===== src/rtl/load_store_unit.sv =====
// load_store_unit: byte/half/word loads and stores over a word-only memory, with read-modify-write for sub-word stores
module load_store_unit #(
    parameter int IDX_BITS = 6
) (
    input  logic        clk,
    input  logic        rst,
    input  logic        req_valid,
    input  logic        req_write,
    input  logic [1:0]  req_size,
    input  logic        req_signed,
    input  logic [31:0] req_addr,
    input  logic [31:0] req_wdata,
    output logic        busy,
    output logic        resp_valid,
    output logic        resp_err,
    output logic [31:0] resp_rdata,
    output logic        mem_read,
    output logic        mem_write,
    output logic [31:0] mem_address,
    output logic [31:0] mem_write_data,
    input  logic [31:0] mem_read_data
);
    typedef enum logic [2:0] {IDLE, LOAD, ST_WORD, RMW_RD, RMW_WR, DONE} state_t;
    state_t state, state_n;
    logic [IDX_BITS+1:0] addr_q;
    logic [31:0] wdata_q, merged_q, load_val, mask, merged_n;
    logic [1:0]  size_q;
    logic        signed_q, req_err;
    logic [4:0]  sh;
    logic [15:0] lane;
    logic        unused_addr;
    assign unused_addr = &{1'b0, req_addr[31:IDX_BITS+2]};
    assign req_err = req_size == 2'b11 || (req_size == 2'b01 && req_addr[0]) ||
                     (req_size == 2'b10 && req_addr[1:0] != 2'b00);
    // lane shift works for halves too: a legal half always has addr[0]=0
    assign sh       = {addr_q[1:0], 3'b000};
    assign lane     = 16'(mem_read_data >> sh);
    assign load_val = size_q == 2'b00 ? {{24{signed_q & lane[7]}}, lane[7:0]} :
                      size_q == 2'b01 ? {{16{signed_q & lane[15]}}, lane} : mem_read_data;
    assign mask     = (size_q == 2'b00 ? 32'h0000_00ff : 32'h0000_ffff) << sh;
    assign merged_n = (mem_read_data & ~mask) | ((wdata_q << sh) & mask);
    always_ff @(posedge clk or posedge rst)
        if (rst) state <= IDLE;
        else     state <= state_n;
    always_comb begin
        state_n        = state;
        busy           = state != IDLE;
        resp_valid     = state == DONE;
        mem_read       = state == LOAD || state == RMW_RD;
        mem_write      = state == ST_WORD || state == RMW_WR;
        mem_address    = busy ? {{(32-IDX_BITS){1'b0}}, addr_q[IDX_BITS+1:2]} : 32'd0;
        mem_write_data = state == ST_WORD ? wdata_q : state == RMW_WR ? merged_q : 32'd0;
        case (state)
            IDLE:                  if (req_valid) state_n = req_err ? DONE : !req_write ? LOAD :
                                                            req_size == 2'b10 ? ST_WORD : RMW_RD;
            LOAD, ST_WORD, RMW_WR: state_n = DONE;
            RMW_RD:                state_n = RMW_WR;
            default:               state_n = IDLE;
        endcase
    end
    always_ff @(posedge clk or posedge rst)
        if (rst) begin
            addr_q     <= '0;
            size_q     <= 2'b00;
            signed_q   <= 1'b0;
            wdata_q    <= 32'd0;
            merged_q   <= 32'd0;
            resp_err   <= 1'b0;
            resp_rdata <= 32'd0;
        end else begin
            if (state == IDLE && req_valid) begin
                addr_q   <= req_addr[IDX_BITS+1:0];
                size_q   <= req_size;
                signed_q <= req_signed;
                wdata_q  <= req_wdata;
                if (req_err) begin
                    resp_err   <= 1'b1;
                    resp_rdata <= 32'd0;
                end
            end
            if (state == LOAD) begin
                resp_err   <= 1'b0;
                resp_rdata <= load_val;
            end
            if (state == RMW_RD) merged_q <= merged_n;
            if (state == ST_WORD || state == RMW_WR) begin
                resp_err   <= 1'b0;
                resp_rdata <= 32'd0;
            end
        end
endmodule


===== config.mk =====
export PLATFORM = sky130hd
export DESIGN_NAME = load_store_unit
export DESIGN_NICKNAME = d
export VERILOG_FILES = /design/src/rtl/load_store_unit.sv
export SDC_FILE = /design/constraint.sdc
export NUM_CORES = 1
export LEC_CHECK = 0
export ABC_AREA = 1
export CORE_MARGIN = 3
export CORE_UTILIZATION = 40
export CTS_CLUSTER_DIAMETER = 100
export DETAILED_ROUTE_END_ITERATION = 16
export DONT_BUFFER_PORTS = 1
export GPL_ROUTABILITY_DRIVEN = 0
export REMOVE_ABC_BUFFERS = 1
export SLEW_MARGIN = 25
export SYNTH_ARGS = -nofsm -noshare
export SYNTH_HDL_FRONTEND = slang
export SYNTH_SLANG_ARGS = --single-unit

===== constraint.sdc =====
create_clock -name clk -period 3 [get_ports clk]
set_input_delay 0.15 -clock clk [delete_from_list [all_inputs] [get_ports clk]]
set_output_delay 0.15 -clock clk [all_outputs]
set_load 0.1 [all_outputs]

After elaboration in Yosys (flattened, before gate mapping)
Index checks and enable logic that the tools add are counted.

Register bits after elaboration: 111. Input bits: 103. Output and inout bits: 101. Word-level logic and storage cells: 61.

Equality and inequality tests: 10. Shifts and indexed selects: 3. Mux-type cells: 19. Bitwise gates (word level): 6. Reductions and logical operators: 15.

Operators by type and width (count): $mux W32 (8); $and A32 B32 Y32 (2); $not A32 Y32 (1); $or A32 B32 Y32 (1); $shl A16 B5 Y32 (1); $shl A32 B5 Y32 (1); $shr A32 B5 Y16 (1); $mux W16 (1); $pmux W3 S3 (1); $reduce_bool A3 Y1 (3); $eq A3 B2 Y1 const B (2); $eq A3 B3 Y1 const B (2); $mux W3 (2); $mux W6 (1); $mux W1 (5); $eq A2 B1 Y1 const B (2); $eq A2 B2 Y1 const B (2); $logic_or A1 B1 Y1 (4); $eq A3 B1 Y1 const B (1); $logic_and A1 B1 Y1 (3); $logic_not A3 Y1 (1); $reduce_or A3 Y1 (1); $and A1 B1 Y1 (2); $logic_not A2 Y1 (1); other kinds (4) (4).

Logic depth before layout (Yosys ltp)
Word-level depth: 8. Mapped depth: 11. Gate-level depth less buffers: 9.

Worst setup path after synthesis
Ideal clock, no wire load.

Path kind: reg-to-output. Start: reg state[1]. End: out mem_write_data[23]. Arrival: 2990 ps. Required time: 2850 ps. Slack: -140 ps. Cell stages (with the launch flop): 5. Path buffers: 1. Path through: dfrtp_1 -> nor2_2 -> nand2_1 -> clkbuf_1 -> o21ai_0.

Longest elaborated chain between the ends: 3. Elaborated cells between the ends (all ways): 4. Those cells by class: eq/ne: 2; mux: 2.

Ends and longest elaborated chain: from (decl) (line 24) `state_t state, state_n;`; from (signal assigned) (line 44) `else state <= state_n;`; $eq A3 B3 Y1 (line 52) `mem_write_data = state == ST_WORD ? wdata_q : state == RMW_WR ? merged_q : 32'd0;`; $mux W32 (line 52); $mux W32 (*) (line 52); to (decl) (line 20) `output logic [31:0] mem_write_data,`.

Every way passes the cells marked *; elsewhere a longest branch is shown, timed or not.

Worst setup path in the final report
Start: reg state[0]. End: out mem_write_data[27].

Same word-level chain as after synthesis.

==> results.toml <==
[drt]
wirelength_um = 19300
vias = 5708
wl_per_cell_um = 17.5
ant_nets = 0
drt_iter0_markers = 460
via_per_inst = 5.17
drc = 0
dr.pass1.iters = 5

[flow_run]
max_cap_viol_count = 0

[sta]
max_freq_mhz = 410
finalSetupViolCount = 0
period_share_pct = 81.3
relSlewSlack_pct = 34.6
whs_ns = 0.0422
hold_viol_final = 0
fin_crit_ns = 2.44
finClkSkew_ns = 0.00870
worstMarginPinSlew_ns = 0.981
finalMaxSlewViolations = 0
rsz0062_at_grt = "false"

[final_layout]
nets = 1016
drive_gt1_share_pct = 14.2
area_growth_pct = 23.0
fin_area_sq_um = 7580
fin_cells = 1103
fill_cells = 1432
finalCoreUtilization_pct = 51.2

[clocking]
clock_latency_ns = 0.36
cts-root-buf = "clkbuf_16"
cts_resized = 0
cts.sinks = 111
cts_buffers = 9
post_cts_buffers = 0
clock_path_buffers = 2
h-tree-depth = 3
path_clk_slew_ns = 0.07
cts_tree = "yes"

[yosys]
yosysMostFrequentCell = "nand2_1"
synth_top_area_cell = "dfrtp_1"
synth.yosys.seq_area_share_pct = 45.0
yosysUniqueCellTypes = 30
synthCells = 835
yosysWarningCount = 0
synth_flop_cell = "dfrtp_1"
synthTopCellsByCount = "nand2_1 (283), dfrtp_1 (111), o21ai_0 (96)"
netlist_top_cells_area = "dfrtp_1 (45%), nand2_1 (17%), o21ai_0 (7.8%), inv_1 (5.5%), buf_4 (4.5%)"
syn_area_per_cell_sq_um = 7.39
ys_ff_latch = 111
synth_edf_count = 0
synthArstFlopShare_pct = 100
syn_area_sq_um = 6170
synth_top_area_share_pct = 45.0

[setup_path]
r2r-start = "addr_q[1]"
cp-startpoint = "state[0]"
worstPathRequired_ns = 2.85
timing.critical_path.to = "mem_write_data[27]"
critPathArrivalTime_ns = 2.29
regToRegSetupSlack_ns = 0.76
critPathKind = "reg2out"
critPathMaxFanout = 25
critPathCaptureType = "output port"
reg2reg_depth = 9
reg2reg_to = "merged_q[17]"
worstSetupStartpointType = "register"

[placement]
detailed_place.area_sq_um = 6670
dp_cells = 1026
dp_hpwl_um = 13100
port_buffers = 0

[global_routing]
grt_max_degree = 63
grt_pass1_vias = 5607
track_usage_pct = 22.9
grt_pass1_wl_um = 30000
gr-total-overflow = 0
antenna_found_initial = 1

[die]
rows = 44
io_pins = 204
die-area_sq_um = 16900
die_x_um = 130
initial_utilization_pct = 41.6
core_area_sq_um = 14800
chipHeight_um = 130

[hold_path]
hold_path_class = "in2reg"

[outcome]
status = "completed"
repair_timing:
item | 4_1_cts | 5_1_grt
hold buffers | 60 | 0
hold endpoints to repair | 121 | 0
setup endpoints to repair | 0 | 0
metal layers:
metal,GRT usage [%],share of wire [%],vias to the layer above
met2,36.1,47,212
met5,0,0,-
li1,-,-,2781
met4,6.54,1.8,0
met1,30.6,43,2688
met3,6.88,7.8,27
cell type report:
type / count / area (sq um) / area share (%)
Clock inverter: 5 / 82.6 / 1.09
Timing Repair Buffer: 111 / 1020 / 13.4
Inverter: 99 / 382 / 5.03
Multi-Input combinational cell: 581 / 2860 / 37.7
Sequential cell: 111 / 2780 / 36.6
Tap cell: 184 / 230 / 3.04
Antenna cell: 1 / 2.50 / 0.0330
Clock buffer: 11 / 233 / 3.07
through the flow:
| step | TNS, ns | setup WS (ns) |
|---|---|---|
| after floorplan | -13.03 | -0.529 |
| after global placement | 0 | 0.830 |
| after detailed placement | 0 | 0.804 |
| after CTS | 0 | 0.514 |
| after global routing | 0 | 0.364 |
| final | 0 | 0.562 |
cell usage in the layout, fill, tap and decap left out, drive strengths merged:
master	n
conb	26
nand2	288
nor3	2
clkbuf	11
bufinv	2
nand3	41
dlygate4sd3	60
nand4	8
o211ai	16
inv	97
dfrtp	111
buf	51
o21ai	102
a21oi	46
clkinvlp	3
diode	1
clkinv	2
nor2	29
o22ai	23
worst max-delay path, stage by stage (launching register included):
cell      delay [ns]
dfrtp_1         0.41
inv_1           0.13
nand3_2         0.09
buf_4           0.40
clkinv_1        0.36
nand2_1         0.21
o21ai_2         0.08
buf_4           0.25
sequential cells by signal, indices dropped and copies added (netlist names):
register    count
merged_q       32
resp_err        1
size_q          2
wdata_q        32
addr_q          8
signed_q        1
state           3
resp_rdata     32
logic make-up after synthesis:
group / share of synthesized area (%)
buffers and inverters: 13.4
other: 0.0608
AND/OR/NAND/NOR: 24.6
flip-flops: 45.0
AO/OA/AOI/OAI: 16.9
worst min path at each step:
stage                     depth (start not counted)            end         startpoint  slack, ns
after floorplan                                   2       signed_q         req_signed       0.26
after global placement                            1   merged_q[19]                rst       0.23
after detailed placement                          1   merged_q[19]                rst       0.23
after CTS                                         4  resp_rdata[6]  mem_read_data[14]       0.02
after global routing                              2   merged_q[26]  mem_read_data[26]       0.05
final                                             4  resp_rdata[6]  mem_read_data[14]       0.04
Power is left out: the tool's default activity adds up to more than one toggle a clock period on the data nets, which glitch-free logic cannot reach.
